## src/rtl/booth_mult_sched.sv

```systemverilog
// Round-robin front end sharing one iterative radix-4 Booth signed multiplier among NREQ requesters.
// Optional BOOTH_EARLY_TERM_EN: finish as soon as the remaining multiplier digits are all zero.
//
// state  | meaning
// IDLE   | waiting for a request; grants and captures operands combinationally-selected
// STEP   | one Booth digit per clock into the accumulator
// DONE   | product valid, done pulse
module booth_mult_sched #(
  parameter int N    = 8,
  parameter int NREQ = 4,
  parameter int IDW  = 2
) (
  input  logic              clk,
  input  logic              reset,
  input  logic [NREQ-1:0]   req,
  input  logic [NREQ*N-1:0] md_in,
  input  logic [NREQ*N-1:0] mr_in,
  output logic [NREQ-1:0]   gnt,
  output logic              busy,
  output logic              done,
  output logic [IDW-1:0]    done_id,
  output logic [2*N-1:0]    product
);

  localparam logic [1:0] S_IDLE = 2'd0;
  localparam logic [1:0] S_STEP = 2'd1;
  localparam logic [1:0] S_DONE = 2'd2;

  localparam int SW = $clog2(N/2) + 1;
  localparam logic [SW-1:0] LAST_STEP = SW'(N/2 - 1);

  logic [1:0]     r_state;
  logic [IDW-1:0] r_ptr;
  logic [IDW-1:0] r_id;
  logic [SW-1:0]  r_step;
  logic [2*N-1:0] r_acc;
  logic [2*N-1:0] r_md_sh;
  // multiplier with an implicit 0 below bit 0; low 3 bits are always the current Booth window
  logic [N:0]     r_mr_sh;
  logic [2*N-1:0] r_product;
  logic [IDW-1:0] r_done_id;

  logic           w_found;
  logic [IDW-1:0] w_sel;
  logic [IDW-1:0] w_idx;
  logic [IDW-1:0] w_ptr_next;
  logic [N-1:0]   w_md;
  logic [N-1:0]   w_mr;
  logic [NREQ-1:0] w_gnt;
  logic [2*N-1:0] w_pp;
  logic [2*N-1:0] w_acc_next;
  logic           w_last;

  always_comb begin
    w_found = 1'b0;
    w_sel   = '0;
    w_idx   = '0;
    for (int off = 0; off < NREQ; off++) begin
      w_idx = IDW'((int'(r_ptr) + off) % NREQ);
      if (!w_found && req[w_idx]) begin
        w_found = 1'b1;
        w_sel   = w_idx;
      end
    end
  end

  always_comb begin
    w_md = '0;
    w_mr = '0;
    for (int k = 0; k < NREQ; k++) begin
      if (w_sel == IDW'(k)) begin
        w_md = md_in[k*N +: N];
        w_mr = mr_in[k*N +: N];
      end
    end
  end

  assign w_ptr_next = (w_sel == IDW'(NREQ - 1)) ? '0 : w_sel + IDW'(1);

  always_comb begin
    w_gnt = '0;
    if (r_state == S_IDLE && !reset && w_found) begin
      w_gnt[w_sel] = 1'b1;
    end
  end

  always_comb begin
    w_pp = '0;
    case (r_mr_sh[2:0])
      3'b001, 3'b010: w_pp = r_md_sh;
      3'b011:         w_pp = r_md_sh << 1;
      3'b100:         w_pp = -(r_md_sh << 1);
      3'b101, 3'b110: w_pp = -r_md_sh;
      default:        w_pp = '0;
    endcase
  end

  assign w_acc_next = r_acc + w_pp;

`ifdef BOOTH_EARLY_TERM_EN
  // r_mr_sh[N:2] holds the unprocessed multiplier bits plus sign fill; uniform means only zero digits remain
  logic w_rest_zero;
  assign w_rest_zero = (r_mr_sh[N:2] == '0) || (&r_mr_sh[N:2]);
  assign w_last      = (r_step == LAST_STEP) || w_rest_zero;
`else
  assign w_last      = (r_step == LAST_STEP);
`endif

  always_ff @(posedge clk) begin
    if (reset) begin
      r_state   <= S_IDLE;
      r_ptr     <= '0;
      r_id      <= '0;
      r_step    <= '0;
      r_acc     <= '0;
      r_md_sh   <= '0;
      r_mr_sh   <= '0;
      r_product <= '0;
      r_done_id <= '0;
    end else begin
      case (r_state)
        S_IDLE: begin
          if (w_found) begin
            r_md_sh <= {{N{w_md[N-1]}}, w_md};
            r_mr_sh <= {w_mr, 1'b0};
            r_id    <= w_sel;
            r_acc   <= '0;
            r_step  <= '0;
            r_ptr   <= w_ptr_next;
            r_state <= S_STEP;
          end
        end
        S_STEP: begin
          r_acc   <= w_acc_next;
          r_md_sh <= r_md_sh << 2;
          r_mr_sh <= {{2{r_mr_sh[N]}}, r_mr_sh[N:2]};
          r_step  <= r_step + SW'(1);
          if (w_last) begin
            r_product <= w_acc_next;
            r_done_id <= r_id;
            r_state   <= S_DONE;
          end
        end
        S_DONE:  r_state <= S_IDLE;
        default: r_state <= S_IDLE;
      endcase
    end
  end

  assign gnt     = w_gnt;
  assign busy    = (r_state != S_IDLE);
  assign done    = (r_state == S_DONE);
  assign done_id = r_done_id;
  assign product = r_product;

endmodule
```

## config.mk

```make
export PLATFORM = sky130hd
export DESIGN_NAME = booth_mult_sched
export DESIGN_NICKNAME = d
export VERILOG_FILES = /design/src/rtl/booth_mult_sched.sv
export SDC_FILE = /design/constraint.sdc
export NUM_CORES = 1
export LEC_CHECK = 0
export BUFFER_PORTS_ARGS = -buffer_cell sky130_fd_sc_hd__buf_2
export CORE_AREA = 2 2 114 116
export CTS_BUF_LIST = sky130_fd_sc_hd__clkbuf_8 sky130_fd_sc_hd__clkbuf_16
export CTS_CLUSTER_SIZE = 8
export DETAILED_ROUTE_END_ITERATION = 8
export DIE_AREA = 0 0 116 118
export SLEW_MARGIN = 20
export SYNTH_ARGS = -nofsm -noshare
export SYNTH_HDL_FRONTEND = slang
export SYNTH_SLANG_ARGS = --single-unit
```

## constraint.sdc

```tcl
create_clock -name clk -period 3.7 [get_ports clk]
set_input_delay 0.37 -clock clk [delete_from_list [all_inputs] [get_ports clk]]
set_output_delay 0.37 -clock clk [all_outputs]
set_load 0.01 [all_outputs]
```

=== Yosys cells after proc, flatten, opt, wreduce, memory -nomap -nowiden ===
Index checks and enable logic that the tools add are counted.

* Output and inout bits: 24
* Logic and storage cells: 100
* Input port bits: 70
* Register bits after elaboration: 68

* Reduce and logical (&&, ||, !) cells: 21
* Mux-type cells: 40
* Bitwise operators: 1
* Equality and inequality tests: 14
* Order comparisons: 6
* Add/subtract/negate cells: 8

{| class="wikitable"
|+ Operator list
! kind !! number
|-
| 8-bit two-way mux || 8
|-
| 16-bit case mux with 2 select lines || 2
|-
| 16-bit case mux with 4 select lines || 1
|-
| 16-bit two-way mux || 2
|-
| 16-bit negation || 2
|-
| 9-bit case mux with 2 select lines || 1
|-
| 16-bit adder || 1
|-
| 2-bit by 3-bit < comparator with 1-bit output, second input constant || 5
|-
| 2-bit two-way mux || 7
|-
| 3-bit by 2-bit == test with 1-bit output, second input constant || 3
|-
| 3-bit == test, second input constant || 3
|-
| 1-bit two-way mux || 9
|-
| 9-bit two-way mux || 1
|-
| 1-bit binary-select mux with 2-bit select || 4
|-
| 2-bit AND reduction || 4
|-
| 2-bit == test, second input constant || 3
|-
| 1-bit logical AND || 6
|-
| 3-bit case mux with 2 select lines || 1
|-
| 2-bit by 1-bit adder with 2-bit output, second input constant || 2
|-
| 2-bit adder, second input constant || 2
|-
| 2-bit by 1-bit == test with 1-bit output, second input constant || 2
|-
| 1-bit zero test || 4
|-
| 2-bit zero test || 2
|-
| 4-bit two-way mux || 1
|-
| 11 further kinds || 14
|}

=== Depth between registers and ports, before layout ===
* Depth after elaboration: 19
* Gate-level depth with buffers: 19
* Mapped depth without buffers: 17

=== Worst setup path before layout ===
OpenSTA, ideal clock, no wires.

* Path type: reg2reg
* Start: reg r_md_sh[0]
* End: reg r_acc[15]
* Arrival: 3.458 ns
* Setup time: 0.074 ns
* Period minus slack after synthesis: 3.533 ns
* Stages on the path, launching flop included: 18
* Setup slack: 0.167 ns
* Buffers on the path: 1
* Data required time: 3.626 ns
* Cells stage by stage: dfxtp_1 -> inv_1 -> ha_1 -> or3b_1 -> buf_6 -> or3_1 -> o21ai_1 -> xor2_1 -> o21ai_1 -> a22o_1 -> ha_1 -> a21oi_1 -> o21ai_0 -> a31oi_1 -> o21ai_0 -> xor2_1 -> or3_1 -> a31oi_1

* Cells in the longest elaborated chain, start to end: 4
* Elaborated cells on any way between the ends: 5
* Classes of those cells: add/sub: 3; mux: 2

{| class="wikitable"
|+ Ends and longest elaborated chain
! what !! RTL line !! RTL
|-
| start, declared || 37 || <nowiki>logic [2*N-1:0] r_md_sh;</nowiki>
|-
| start signal, assigned || 124 || <nowiki>r_md_sh <= {{N{w_md[N-1]}}, w_md};</nowiki>
|-
| start signal, assigned || 135 || <nowiki>r_md_sh <= r_md_sh << 2;</nowiki>
|-
| 16-bit negation (on tied branches) || 93, 92 ||
|-
| 16-bit case mux with 4 select lines (*) || 89 || <nowiki>case (r_mr_sh[2:0])</nowiki>
|-
| 16-bit adder (*) || 98 || <nowiki>assign w_acc_next = r_acc + w_pp;</nowiki>
|-
| 16-bit case mux with 2 select lines (*) || 121 || <nowiki>case (r_state)</nowiki>
|-
| end signal, assigned || 134 || <nowiki>r_acc <= w_acc_next;</nowiki>
|-
| end, declared || 36 || <nowiki>logic [2*N-1:0] r_acc;</nowiki>
|}

Mark *: on every way between the ends. The rest lies on a longest branch, timed or not.
A chain may end at the register's enable or synchronous reset.

=== Worst setup path in the final report ===
* Start: reg r_md_sh[1]
* End: reg r_acc[15]

Same word-level chain as after synthesis.

==> results.ini <==
[cts]
worst_skew_pair.late_latency_ns = 0.34
cts.sinks = 68
numCtsBuffers = 9
clockBufferDepth = 2
cts_root_buffer = clkbuf_16
cts_tree = yes
htree_levels = 3
clk_pin_slew_worst_paths_ns = 0.06

[final_layout]
drive_gt1_share_pct = 26.1
fin_util_pct = 49.0
multi_input_comb_area_um2 = 3260
n_fill_cell = 1241
layout.nets = 859
final_cell_mix = nand2_1, buf_2, a21oi_1, dfxtp_1, nor2_1
syn_to_final_growth_pct = 28.7
seq_area_um2 = 1360
design_area_um2 = 6080
mostFrequentLayoutCell = nand2_1
num_antenna_cells = 0

[power]
power_leakage_nw = 2.56
power.density_nw_per_um2 = 465
ir_drop_mv = 0.234

[worst_setup_path]
crit_required_ns = 3.95
path_delay_family = simple AND/OR/NAND/NOR gates
path_max_fanout = 4
cpMaxStageDelayCell = or3_4
crit_cells = 16
r2r-end = r_acc[15]
critical_path_class = flop to flop
worstSetupStartpoint = r_md_sh[1]
critical_path_arrival_ns = 3.85
r2r_cells = 16
setup.worst_path.end = r_acc[15]
cp_cell_sequence = inv_2, ha_4, or3b_4, or3_4, o21ai_2, xor2_1, o21ai_1, a22o_1, ha_4, a21oi_4, o21ai_2, a31oi_1, o21ai_2, xor2_1, or3_1, a31oi_1
r2r_start = r_md_sh[1]
crit_buf_inv = 1
max_stage_delay_ns = 0.42
endpoint_kind = flop
cp_common_cell = o21ai_2
cp-start-kind = flop
reg2reg_slack_ns = 0.1

[synthesis]
ys_seq_area_share_pct = 28.8
synthFlopType = dfxtp_1
synthArstFlopShare_pct = 0
synth_fp_nets = 758
synth_top_area_share_pct = 28.8
synth-seq-cells = 68
yosys-top-cells-area = dfxtp_1, nand2_1, a21oi_1
ys_types = 58
synth_edf_count = 0
synth_top_area_cell = dfxtp_1
ys.warnings.count = 0
mappedNetlistArea_um2 = 4720
postSynthAreaPerCell_um2 = 7.10
synthCells = 665

[global_route]
grt_max_degree = 69
grt_overflow = 0
grtUsageTotal_pct = 20.5
antenna_found_initial = 0
grt_pass1_vias = 4934
grt_pass1_wl_um = 23000

[floorplanning]
die_w_um = 116
core_um2 = 12400
dieHeight_um = 118
initial_utilization_pct = 38.0
num_io_pins = 94
fp.dieArea_um2 = 13700
rows = 41

[sta]
setup_viol = 0
period_minus_slack_ns = 3.60
rsz0062_at_grt = yes
max_freq_mhz = 278
final-max-slew-violation-count = 0
skew_ns = 0.0122
hold_viol = 0
period_share_pct = 97.3
tightest_slew_ns = 0.743
relSlewSlack_pct = 50.1

[drt]
wl_per_cell_um = 14.7
vias = 5142
viasPerCell = 5.45
drc = 0
detail-route-antenna-nets = 0
finalWirelength_um = 13900
first_pass_iters = 5
initialDrtViolationCount = 379

[hold_path]
min_path_type = input pin to flop

[outcome]
status = completed

[placement]
io_buffers = 93
place_area_um2 = 5560
place_congestion = 0.878
dpl.hpwl_um = 10100

[job]
cap_viol_max_count = 0

-- where the power goes --
group | internal (mW) | switching [mW]
clock network | 0.525 | 0.340
logic | 0.482 | 0.610
registers | 0.793 | 0.0789
total | 1.80 | 1.03
-- cell families after synthesis --
group | synth area share, %
xor gates and xnor gates | 5.70
AOI/OAI and AO/OA | 28.7
muxes | 0.424
and+or+nand+nor | 23.7
adders and majority gates | 6.25
DFF | 28.8
buffers and inverters | 6.41
-- per-stage QoR --
step | hold WS (ns) | setup TNS [ns] | power, mW | instances | setup slack, ns
after floorplan | 0.432 | 0 | 1.57 | 665 | 0.167
after global placement | 0.441 | 0 | 1.86 | 925 | 0.137
after detailed placement | 0.444 | 0 | 1.88 | 925 | 0.0385
after CTS | 0.390 | 0 | 2.74 | 941 | 0.0210
after global routing | 0.435 | -0.211 | 3.01 | 943 | -0.129
final | 0.392 | 0 | 2.83 | 943 | 0.0989
-- synthesized netlist by cell type, drive strengths merged (10+ instances only) --
| cell | n |
|---|---|
| dfxtp | 68 |
| nor2 | 54 |
| nor3 | 12 |
| clkbuf | 52 |
| o21ai | 46 |
| ha | 22 |
| a22oi | 38 |
| a31oi | 18 |
| a21oi | 79 |
| xor2 | 10 |
| inv | 19 |
| nand3 | 29 |
| nand2 | 113 |
| xnor2 | 18 |
-- metal layers --
| metal | vias to the layer above | GRT usage (%) | wire length [um] |
|---|---|---|---|
| li1 | 2567 | - | - |
| met1 | 2378 | 26.3 | 6210 |
| met2 | 171 | 34.8 | 6650 |
| met3 | 26 | 3.04 | 694 |
| met4 | 0 | 6.99 | 318 |
| met5 | - | 0 | 0 |
-- area by class of cell --
cell class / count / share of cell area [%]
clock buffer: 9 / 3.70
clock inverter: 7 / 1.21
inverter: 19 / 1.17
multi-input combinational: 521 / 53.6
sequential: 68 / 22.4
tap: 172 / 3.54
timing repair buffer: 147 / 14.4
-- registers in the layout, summed over array words and instances (netlist names) --
register  flops
r_state       2
r_ptr         2
r_mr_sh       9
r_md_sh      16
r_id          2
product      16
r_step        3
r_acc        16
done_id       2
-- how the worst min path moves through the flow --
stage / end / slack, ns / cells past startpoint / startpoint
2_1_floorplan: done_id[0] / 0.43 / 2 / r_id[0]
3_3_place_gp: product[6] / 0.44 / 2 / product[6]
3_5_place_dp: done_id[0] / 0.44 / 2 / done_id[0]
4_1_cts: r_mr_sh[2] / 0.39 / 5 / mr_in[25]
5_1_grt: r_mr_sh[3] / 0.44 / 5 / mr_in[26]
6_report: r_mr_sh[2] / 0.39 / 5 / mr_in[25]
-- tightest hold or removal path: stages --
cell and delay [ns]:
buf_2 0.09, nand2_1 0.05, o21ai_1 0.05, nand2_1 0.06
a21oi_1 0.05
-- what timing repair did --
action | in CTS | in global routing
hold buffers | 0 | 0
endpoints found under the setup margin | 0 | 11
gates resized for setup | 0 | 40
buffers inserted | 0 | 3
Note: power is estimated with default switching activity, not from simulation.
